File: src/rtl/loader_pkg.sv
// Shared types and framing constants for the boot-time instruction loader.
package loader_pkg;

   typedef enum logic [2:0] {
      ST_IDLE,
      ST_LEN_HI,
      ST_LEN_LO,
      ST_DATA,
      ST_WRITE,
      ST_CHECK,
      ST_DONE,
      ST_ERROR
   } loader_state_e;

   localparam int HDR_BYTES      = 2;
   localparam int BYTES_PER_WORD = 4;
   localparam int CNT_W          = $clog2(BYTES_PER_WORD);

endpackage

File: src/rtl/word_assembler.sv
// Shifts stream bytes MSB-first into a 32-bit word and keeps a running XOR
// of every byte shifted in.
module word_assembler
   import loader_pkg::*;
(
   input  logic        clk_i,
   input  logic        rst_i,
   input  logic        clear_i,
   input  logic        shift_i,
   input  logic [7:0]  byte_i,
   output logic [31:0] word_next_o,
   output logic        word_full_o,
   output logic [7:0]  csum_o
);

   logic [31:0]      word_q, word_d;
   logic [CNT_W-1:0] cnt_q, cnt_d;
   logic [7:0]       csum_q, csum_d;

   // Word as it will look once the current byte is shifted in.
   assign word_next_o = {word_q[23:0], byte_i};
   // High while the next shift completes a word; the counter wraps to 0 then.
   assign word_full_o = (cnt_q == CNT_W'(BYTES_PER_WORD - 1));
   assign csum_o      = csum_q;

   always_comb begin
      word_d = word_q;
      cnt_d  = cnt_q;
      csum_d = csum_q;
      if (clear_i) begin
         word_d = '0;
         cnt_d  = '0;
         csum_d = '0;
      end else if (shift_i) begin
         word_d = word_next_o;
         cnt_d  = cnt_q + CNT_W'(1);
         csum_d = csum_q ^ byte_i;
      end
   end

   always_ff @(posedge clk_i or posedge rst_i) begin
      if (rst_i) begin
         word_q <= '0;
         cnt_q  <= '0;
         csum_q <= '0;
      end else begin
         word_q <= word_d;
         cnt_q  <= cnt_d;
         csum_q <= csum_d;
      end
   end

endmodule

File: src/rtl/instr_loader.sv
// Boot loader: parses a length/data/checksum byte frame, writes one word per
// cycle-strobe into instruction memory and holds the CPU until a clean load.
module instr_loader
   import loader_pkg::*;
#(
   parameter int          WORDS     = 256,
   parameter logic [31:0] BASE_ADDR = 32'h0000_0000
) (
   input  logic          clk_i,
   input  logic          rst_i,
   input  logic          start_i,
   input  logic [7:0]    byte_i,
   input  logic          byte_valid_i,
   output logic          byte_ready_o,
   output logic          memWriteEnable_o,
   output logic [31:0]   memAddress_o,
   output logic [31:0]   memData_o,
   output logic          cpuHold_o,
   output logic          done_o,
   output logic          error_o,
   output loader_state_e state_o
);

   // Handshake: a byte transfers on a rising edge where byte_valid_i and
   // byte_ready_o are both high; byte_ready_o depends on state only.

   localparam logic [16:0] WORDS_L = 17'(WORDS);

   loader_state_e state_q, state_d;
   logic [15:0]   len_q, len_d;
   logic [15:0]   idx_q, idx_d;
   logic [31:0]   addr_q, addr_d;
   logic [31:0]   data_q, data_d;

   logic          accept;
   logic          asm_clear;
   logic          asm_shift;
   logic [31:0]   asm_word_next;
   logic          asm_word_full;
   logic [7:0]    asm_csum;
   logic [15:0]   len_full;
   logic [15:0]   idx_inc;

   word_assembler u_asm (
      .clk_i       (clk_i),
      .rst_i       (rst_i),
      .clear_i     (asm_clear),
      .shift_i     (asm_shift),
      .byte_i      (byte_i),
      .word_next_o (asm_word_next),
      .word_full_o (asm_word_full),
      .csum_o      (asm_csum)
   );

   assign byte_ready_o     = (state_q == ST_LEN_HI) || (state_q == ST_LEN_LO) ||
                             (state_q == ST_DATA)   || (state_q == ST_CHECK);
   assign memWriteEnable_o = (state_q == ST_WRITE);
   assign cpuHold_o        = (state_q != ST_DONE);
   assign done_o           = (state_q == ST_DONE);
   assign error_o          = (state_q == ST_ERROR);
   assign memAddress_o     = addr_q;
   assign memData_o        = data_q;
   assign state_o          = state_q;

   assign accept   = byte_valid_i && byte_ready_o;
   assign len_full = {len_q[15:8], byte_i};
   assign idx_inc  = idx_q + 16'd1;

   always_comb begin
      state_d   = state_q;
      len_d     = len_q;
      idx_d     = idx_q;
      addr_d    = addr_q;
      data_d    = data_q;
      asm_clear = 1'b0;
      asm_shift = 1'b0;
      case (state_q)
         ST_IDLE, ST_DONE, ST_ERROR: begin
            if (start_i) begin
               state_d   = ST_LEN_HI;
               len_d     = '0;
               idx_d     = '0;
               asm_clear = 1'b1;
            end
         end
         ST_LEN_HI: begin
            if (accept) begin
               len_d[15:8] = byte_i;
               state_d     = ST_LEN_LO;
            end
         end
         ST_LEN_LO: begin
            if (accept) begin
               len_d = len_full;
               if (len_full == 16'd0 || {1'b0, len_full} > WORDS_L)
                  state_d = ST_ERROR;
               else
                  state_d = ST_DATA;
            end
         end
         ST_DATA: begin
            if (accept) begin
               asm_shift = 1'b1;
               // Capture the finished word so it is stable during the strobe.
               if (asm_word_full) begin
                  data_d  = asm_word_next;
                  addr_d  = BASE_ADDR + {14'd0, idx_q, 2'b00};
                  state_d = ST_WRITE;
               end
            end
         end
         ST_WRITE: begin
            idx_d   = idx_inc;
            state_d = (idx_inc == len_q) ? ST_CHECK : ST_DATA;
         end
         ST_CHECK: begin
            if (accept)
               state_d = (byte_i == asm_csum) ? ST_DONE : ST_ERROR;
         end
         default: state_d = ST_IDLE;
      endcase
   end

   always_ff @(posedge clk_i or posedge rst_i) begin
      if (rst_i) begin
         state_q <= ST_IDLE;
         len_q   <= '0;
         idx_q   <= '0;
         addr_q  <= '0;
         data_q  <= '0;
      end else begin
         state_q <= state_d;
         len_q   <= len_d;
         idx_q   <= idx_d;
         addr_q  <= addr_d;
         data_q  <= data_d;
      end
   end

endmodule

File: config.mk
export PLATFORM = sky130hd
export DESIGN_NAME = instr_loader
export DESIGN_NICKNAME = d
export VERILOG_FILES = /design/src/rtl/loader_pkg.sv /design/src/rtl/word_assembler.sv /design/src/rtl/instr_loader.sv
export SDC_FILE = /design/constraint.sdc
export NUM_CORES = 1
export LEC_CHECK = 0
export CAP_MARGIN = 20
export CORE_AREA = 2 2 116 118
export CTS_BUF_LIST = sky130_fd_sc_hd__clkbuf_8
export CTS_CLUSTER_SIZE = 28
export DETAILED_ROUTE_END_ITERATION = 10
export DIE_AREA = 0 0 118 120
export GPL_TIMING_DRIVEN = 0
export MAX_ROUTING_LAYER = met4
export PLACE_DENSITY = 0.77
export SYNTH_ARGS = -nofsm -noshare
export SYNTH_HDL_FRONTEND = slang
export SYNTH_SLANG_ARGS = --single-unit
export TNS_END_PERCENT = 30
File: constraint.sdc
create_clock -name clk_i -period 3.29 [get_ports clk_i]
set_clock_uncertainty 0.15 [all_clocks]
set_input_delay 0.329 -clock clk_i [delete_from_list [all_inputs] [get_ports clk_i]]
set_output_delay 0.329 -clock clk_i [all_outputs]
set_load 0.01 [all_outputs]
* After elaboration in Yosys (flattened, before gate mapping)
Index checks and enable logic that the tools add are counted.
** Cells by class
- Add/sub/neg operators :: 2
- Magnitude comparators :: 1
- Equality and inequality tests :: 17
- Mux-type cells :: 26
- Bitwise logic cells :: 2
- Reductions and logical operators :: 17
** Operators with widths (count)
- 24-bit 2-to-1 mux :: 2
- 8-bit 2-to-1 mux :: 4
- 16-bit one-hot mux with 2 select lines :: 1
- 3-bit 2-to-1 mux :: 8
- 8-bit one-hot mux with 3 select lines :: 1
- 3-bit one-hot mux with 6 select lines :: 1
- 16-bit by 1-bit adder with 16-bit output (second input constant) :: 1
- 16-bit equality test :: 1
- 16-bit by 9-bit > comparator with 1-bit output (second input constant) :: 1
- 16-bit logical NOT :: 1
- 16-bit 2-to-1 mux :: 1
- 8-bit one-hot mux with 2 select lines :: 1
- 3-bit equality test (second input constant) :: 4
- 2-bit inequality test (second input constant) :: 6
- 8-bit equality test :: 1
- 2-bit nonzero test :: 4
- 8-bit bitwise XOR :: 1
- 3-bit by 2-bit equality test with 1-bit output (second input constant) :: 2
- 3-bit AND reduction :: 2
- 6-bit AND reduction :: 1
- 1-bit 2-to-1 mux :: 5
- 1-bit logical OR :: 4
- 2-bit 2-to-1 mux :: 2
- 4-bit AND reduction :: 1
- 9 further kinds :: 9
** Word-level totals
- Flip-flop bits (word level) :: 117
- Input bits :: 12
- Output and inout port bits :: 72
- Logic and storage cells :: 74

* Depth between registers and ports, before layout
Gate-level depths: netlist of run 1.
- Depth in word-level cells :: 9
- Depth in mapped cells :: 9
- Depth with buffers taken out :: 7

* Modules after synthesis
From an unflattened synthesis of run 1, not the netlist that was laid out.
** Unflattened totals
- Cell total of the unflattened synthesis :: 532
- Area, all modules :: 5773.0 um^2
** By module, submodules not included
- instr_loader :: times used 1, cells an instance 403, area each 4215.3 um^2, sequential area each 2077.0 um^2
- word_assembler :: times used 1, cells an instance 129, area each 1557.7 um^2, sequential area each 850.8 um^2

* Worst setup path before layout of run 1
No wires, ideal clock.
- Kind :: register to register
- From :: register idx_q[0]
- To :: register state_q[1], in the netlist state_o[1]
- Setup time :: 0.119 ns
- Data arrival time :: 2.269 ns
- Data required time :: 3.021 ns
- Slack :: 0.752 ns
- Stages on the path, launching flop included :: 8
- Buffers on the path :: 0
- Period minus slack after synthesis :: 2.538 ns
- Cell sequence :: dfrtp_1 > ha_1 > nand3_1 > nor3_1 > o2111a_1 > o21ai_0 > or4_1 > a21bo_2
** Between the ends
- Cells in the longest elaborated chain, start to end :: 4
** Ends and longest elaborated chain
- from (decl) :: line instr_loader.sv:31 : logic [15:0] idx_q, idx_d;
- from (signal assigned) :: line instr_loader.sv:134 : idx_q <= idx_d;
- 16-bit by 1-bit adder with 16-bit output :: line instr_loader.sv:67 : assign idx_inc = idx_q + 16'd1;
- 16-bit equality test :: line instr_loader.sv:114 : state_d = (idx_inc == len_q) ? ST_CHECK : ST_DATA;
- 3-bit 2-to-1 mux :: line instr_loader.sv:114
- 3-bit one-hot mux with 6 select lines :: line instr_loader.sv:77 : case (state_q)
- to (signal assigned) :: line instr_loader.sv:132 : state_q <= state_d;
- to (decl) :: line instr_loader.sv:29 : loader_state_e state_q, state_d;
No other way between the ends.
A chain may end at the register's enable or synchronous reset.

* Worst setup path after layout of run 1
- From :: register state_q[2], in the netlist state_o[2]
- To :: output port memWriteEnable_o
** Between the ends
- Cells in the longest elaborated chain, start to end :: 1
** Ends and longest elaborated chain
- 3-bit equality test :: line instr_loader.sv:57 : assign memWriteEnable_o = (state_q == ST_WRITE);
- to (decl) :: line instr_loader.sv:15 : output logic memWriteEnable_o,
No other way between the ends.

==> flow_metrics.tcl, run 1 <==
set metrics [dict create \
    drtIter0Drc 264 \
    synthArstFlopShare 1.000 \
    status "completed" \
    grt_max_degree 41 \
    switchingPower_mw 1.657 \
    rows 42 \
    avgSynthCellArea_um2 10.47 \
    yosysSeqAreaShare 0.5178 \
    diodes 0 \
    place_ws_ns 0.2355 \
    ys_top_cells_by_count "117 x dfrtp_1, 87 x nand2_1, 47 x mux2_2" \
    avgRoutedWirePerCell_um 15.66 \
    ys.flop_type "dfrtp_1" \
    power.leakage_nw 3.261 \
    viasPerCell 5.164 \
    final.min_clock_period_ns 3.153 \
    antenna_found_initial 0 \
    gp_congestion 0.8797 \
    synth.distinct_cells 59 \
    period_share 0.9583 \
    htree_levels 4 \
    drc 0 \
    design.die.area_mm2 0.01416 \
    fin_ws_ns 0.1372 \
    ant_nets 0 \
    die_h_um 120 \
    synth_largest_area_cell "dfrtp_1" \
    vias 4302 \
    crit_path_end_kind "output port" \
    power.internal_mw 3.189 \
    synth_top_area_share 0.5178 \
    tightest_slew_ns 0.7052 \
    postLayoutCellArea_mm2 0.007077 \
    syn_area_mm2 0.005654 \
    hold_path_class "input port to async pin" \
    grt_usage 0.2002 \
    floorplan.initialDensity 0.4356 \
    swShare 0.3420 \
    arrival_ns 2.67 \
    clock_path_buffers 2 \
    postSynthCellCount 540 \
    finalPower_mw 4.846 \
    pwr-share-seq 0.411 \
    grt_pass1_vias 4331 \
    area.growth.synth_to_final_pct 25.16 \
    clk_pin_slew_worst_paths_ns 0.07 \
    first_pass_iters 4 \
    max_cap_viol_count 0 \
    cts_sinks 117 \
    synth_warnings 0 \
    core_area_mm2 0.01298 \
    cp-start-kind "register" \
    drive_above_1_share 0.1948 \
    root_buffer "clkbuf_8" \
    dp_hpwl_mm 9.424 \
    p_comb_frac 0.316 \
    clk_latency_ns 0.44 \
    synth_most_common_cell "dfrtp_1" \
    setup_viol 0 \
    synth-edff-count 0 \
    die_w_um 118 \
    worstSetupPathType "register to output port" \
    synth.area.top_cells "dfrtp_1 52%, mux2_2 9.4%, nand2_1 5.8%" \
    cts_tree "yes" \
    io_pins 84 \
    dpl-instance-area_mm2 0.006665 \
    fmax_ghz 0.3172 \
    cp.required_ns 2.81 \
    synth_seq_cells 117 \
    finalHoldViolations 0 \
    max_slew_margin 0.5299 \
    grt_first_pass_wirelength_mm 21.67 \
    nets 659 \
    rsz0062_at_grt "true" \
    crit_path_max_fanout 9 \
    p_per_area_mw_per_mm2 684.8 \
    numCtsBuffers 17 \
    irDropWorstVdd_v 0.0004135 \
    maxSlewViolCount 0 \
    grt-ovfl-total 0 \
    drt-total-wl_mm 13.04 \
    clkPwrFrac 0.274 \
    io_buffer_count 67 \
]
[kinds of logic (layout without fill, tap and decap cells)]
logic type | count (synthesis) | after routing | synth area share
simple gates | 168 | 168 | 0.1456
flops | 117 | 117 | 0.5178
compound gates | 107 | 107 | 0.1135
buf+inv | 55 | 157 | 0.05687
mux | 48 | 48 | 0.09538
xor+xnor | 41 | 41 | 0.06351
fa+ha+maj | 3 | 3 | 0.006639
other cells | 1 | 16 | 0.0006632
[critical path, cell delays in order (launching register included)]
cell and delay [ns]:
dfrtp_1 0.40, clkbuf_1 0.31, or3b_2 0.48, clkbuf_1 0.23, inv_1 0.24, clkdlybuf4s50_1 0.57
[placed cells by master, fill, tap and decap left out, drive strengths merged, types with 2 or more instances in the layout]
cell type / count
a21oi: 34
a31o: 8
a31oi: 5
a41o: 2
and3: 6
and4: 2
buf: 28
bufinv: 2
clkbuf: 40
clkdlybuf4s50: 67
clkinv: 6
clkinvlp: 3
conb: 16
dfrtp: 117
ha: 3
inv: 9
mux2: 47
nand2: 88
nand2b: 2
nand3: 7
nand4: 5
nor2: 25
nor2b: 10
nor3: 6
nor4: 8
o2111ai: 2
o21ai: 40
o31ai: 6
or3: 2
xnor2: 21
xor2: 20
[state kept, by name (all words and copies together) (netlist names)]
signal        flops
u_asm.csum_o      8
idx_q            16
len_q            16
u_asm.cnt_q       2
state_o           3
u_asm.word_q     24
memData_o        32
memAddress_o     16
[metrics by stage]
step                      std cells    util  hold WS (ns)  TNS [ns]
after floorplan                 555       -        0.3150         0
after global placement          798  0.5089        0.3242         0
after detailed placement        801  0.5135        0.3276         0
after CTS                       833  0.5448        0.1497         0
after global routing            833  0.5452        0.1903  -0.01627
final                           833  0.5452        0.1436         0
[repair_timing]
action / 4_1_cts / 5_1_grt
resized for setup: 0 / 1
buffers inserted: 0 / 0
hold buffers: 0 / 0
setup endpoints to repair: 0 / 3
[layout make-up]
class,count,area (um2)
clock buffer,20,275.3
buffer,47,291.5
inverter,8,33.78
tap,176,220.2
multi-input combinational,383,2466
timing repair buffer,70,730.7
clock inverter,12,131.4
fill,1153,5903
sequential,117,2928
[final timing paths]
path                                                  start                            to  slack [ns]  cells after the start
worst min-delay path                                  rst_i      memData_o[6]$_DFFE_PP0P_        0.14                      2
max in group asynchronous                             rst_i  u_asm.word_q[23]$_DFFE_PP0P_        1.83                      5
worst max register to register       state_o[2]$_DFFE_PP0P_         idx_q[13]$_DFFE_PP0P_        0.31                      8
worst max-delay path                 state_o[2]$_DFFE_PP0P_              memWriteEnable_o        0.14                      5
worst min register to register  memAddress_o[6]$_DFFE_PP0P_   memAddress_o[6]$_DFFE_PP0P_        0.34                      2
min in group clk_i              memAddress_o[6]$_DFFE_PP0P_   memAddress_o[6]$_DFFE_PP0P_        0.34                      2
[metal layers]
metal | GRT usage | vias to the layer above | share of wire
met3 | 0.04183 | 32 | 0.037
met4 | 0.09639 | 0 | 0.030
li1 | - | 2045 | -
met1 | 0.2459 | 2117 | 0.44
met2 | 0.3180 | 108 | 0.49
met5 | - | - | 0
[power by group through the flow]
stage                     clock network (mW)  logic [mW]  registers (mW)
final                                   1.33        1.53            1.99
after global routing                    1.42        1.70            2.03
after CTS                               1.36        1.53            1.99
after detailed placement                   0        1.52            2.02
after global placement                     0        1.48            2.00
after floorplan                            0       0.984            1.99
(Power assumes the default switching activity.)
==> run 2: changes to the inputs <==
- PLACE_DENSITY: 0.77 -> 0.69
- TNS_END_PERCENT: 30 -> 20
==> flow_metrics.tcl, run 2 (synthesis gave the netlist of run 1 again) <==
set metrics [dict create \
    hold_path_class "input port to async pin" \
    io_buffer_count 67 \
    period_share 0.9295 \
    avgRoutedWirePerCell_um 15.50 \
    io_pins 84 \
    grt-ovfl-total 0 \
    finalHoldViolations 0 \
    largest_reg_flops 32 \
    antenna_found_initial 0 \
    crit_path_max_incr_delay_ns 0.58 \
    drc 0 \
    viasPerCell 5.107 \
    floorplan.initialDensity 0.4356 \
    instances_no_fill 832 \
    numCtsBuffers 17 \
    cts_sinks 117 \
    first_pass_iters 5 \
    crit_path_max_fanout 9 \
    cts_tree "yes" \
    dp.cells 800 \
    crit_slowest_cell "clkdlybuf4s50_1" \
    tns_ns 0 \
    fin_util 0.5413 \
    max_cap_viol_count 0 \
    drive_above_1_share 0.1905 \
    clock_path_buffers 2 \
    setup_viol 0 \
    worst_r2r_startpoint "idx_q[0]$_DFFE_PP0P_" \
    grt_max_degree 44 \
    final_common_cell "dfrtp_1" \
    area.growth.synth_to_final_pct 24.25 \
    use_met3 0.03992 \
    final.min_clock_period_ns 3.058 \
    whs_ns 0.2217 \
    fmax_ghz 0.3270 \
    die_h_um 120 \
    postCtsHoldBufs 0 \
    fill_cells 1197 \
    vias 4249 \
    rrSetupSlack_ns 0.23 \
    maxSlewViolCount 0 \
    grt.met2_usage 0.3227 \
    worstSetupPathType "register to output port" \
    top_usage_layer "met2" \
    final_cell_mix "117 x dfrtp_1, 87 x nand2_1, 67 x clkdlybuf4s50_1" \
    grt_usage 0.2001 \
    diodes 0 \
    cp.required_ns 2.81 \
    die_w_um 118 \
    use_met1 0.2488 \
    clk_latency_ns 0.45 \
    drt-total-wl_mm 12.90 \
    tightest_slew_ns 0.7839 \
    htree_levels 4 \
    status "completed" \
    max_slew_margin 0.4763 \
    ant_nets 0 \
    grt_pass1_vias 4197 \
    core_area_mm2 0.01298 \
    grt_first_pass_wirelength_mm 21.47 \
    worstPathCellList "clkbuf_2 -> or3b_2 -> clkbuf_1 -> inv_1 -> clkdlybuf4s50_1" \
    nets 658 \
    rows 42 \
    reg2regPathDepth 7 \
    dp_hpwl_mm 9.260 \
    drtIter0Drc 236 \
    power.leakage_nw 3.250 \
    cp-start-kind "register" \
    clk_pin_slew_worst_paths_ns 0.06 \
    design.die.area_mm2 0.01416 \
    crit_start "state_o[2]$_DFFE_PP0P_" \
    rsz0062_at_grt "false" \
    r2r_end "state_o[1]$_DFFE_PP0P_" \
    irDropWorstVdd_v 0.0003459 \
    arrival_ns 2.58 \
    crit_path_end_kind "output port" \
    gp_congestion 0.8814 \
    p_per_area_mw_per_mm2 678.7 \
    root_buffer "clkbuf_8" \
]
[run 2: final cells by class]
class	count	area (um2)	area share
clock inverters	13	117.6	0.01674
plain buffers	47	292.8	0.04167
clock buffers	19	261.5	0.03722
well taps	176	220.2	0.03134
flip-flops and latches	117	2928	0.4167
repair buffers	69	710.7	0.1012
multi-input cells	383	2461	0.3503
inverters	8	33.78	0.004809
[run 2: what timing repair did]
action	CTS	global route
endpoints found under the setup margin	0	1
setup buffers	0	0
gates resized for setup	0	2
[run 2: through the flow]
| step | worst slack, ns | instance area [um2] | power (mW) |
|---|---|---|---|
| after CTS | 0.1119 | 7024 | 4.810 |
| after global placement | 0.3038 | 6605 | 3.484 |
| after detailed placement | 0.2676 | 6645 | 3.532 |
| after global routing | 0.04124 | 7025 | 5.068 |
| after floorplan | 0.7522 | 5714 | 2.978 |
| final | 0.2320 | 7025 | 4.768 |
[run 2: worst max-delay path by stage]
stage / endpoint / slack, ns / depth (start not counted)
finish: memWriteEnable_o / 0.23 / 5
detailed placement: state_o[1]$_DFFE_PP0P_ / 0.27 / 7
floorplan: state_o[1]$_DFFE_PP0P_ / 0.75 / 7
CTS: memWriteEnable_o / 0.11 / 5
global placement: state_o[1]$_DFFE_PP0P_ / 0.30 / 7
global route: state_o[2]$_DFFE_PP0P_ / 0.04 / 7
[run 2: power breakdown]
group / switching, mW / leakage, nW / internal (mW)
clock: 0.568 / 0.202 / 0.694
combinational: 0.803 / 1.44 / 0.717
sequential: 0.247 / 1.60 / 1.74
total: 1.62 / 3.25 / 3.15
[run 2: metal layers]
| layer | wire (um) | part of all wire | up-vias |
|---|---|---|---|
| met5 | 0 | 0 | - |
| met4 | 225 | 0.017 | 0 |
| met3 | 530 | 0.041 | 20 |
| met2 | 6501 | 0.50 | 101 |
| met1 | 5639 | 0.44 | 2076 |
| li1 | - | - | 2052 |
[run 2: worst max-delay path: cells and delay by family, from the launching register on]
kind	cells	cell delay [ns]
buf+inv	4	1.28
flops	1	0.40
simple gates	1	0.46
==> run 3: changes to the inputs <==
- CTS_CLUSTER_SIZE: 28 -> unset
==> results of run 3 <==
The final DEF is identical to that of run 2; final timing and power are the same.
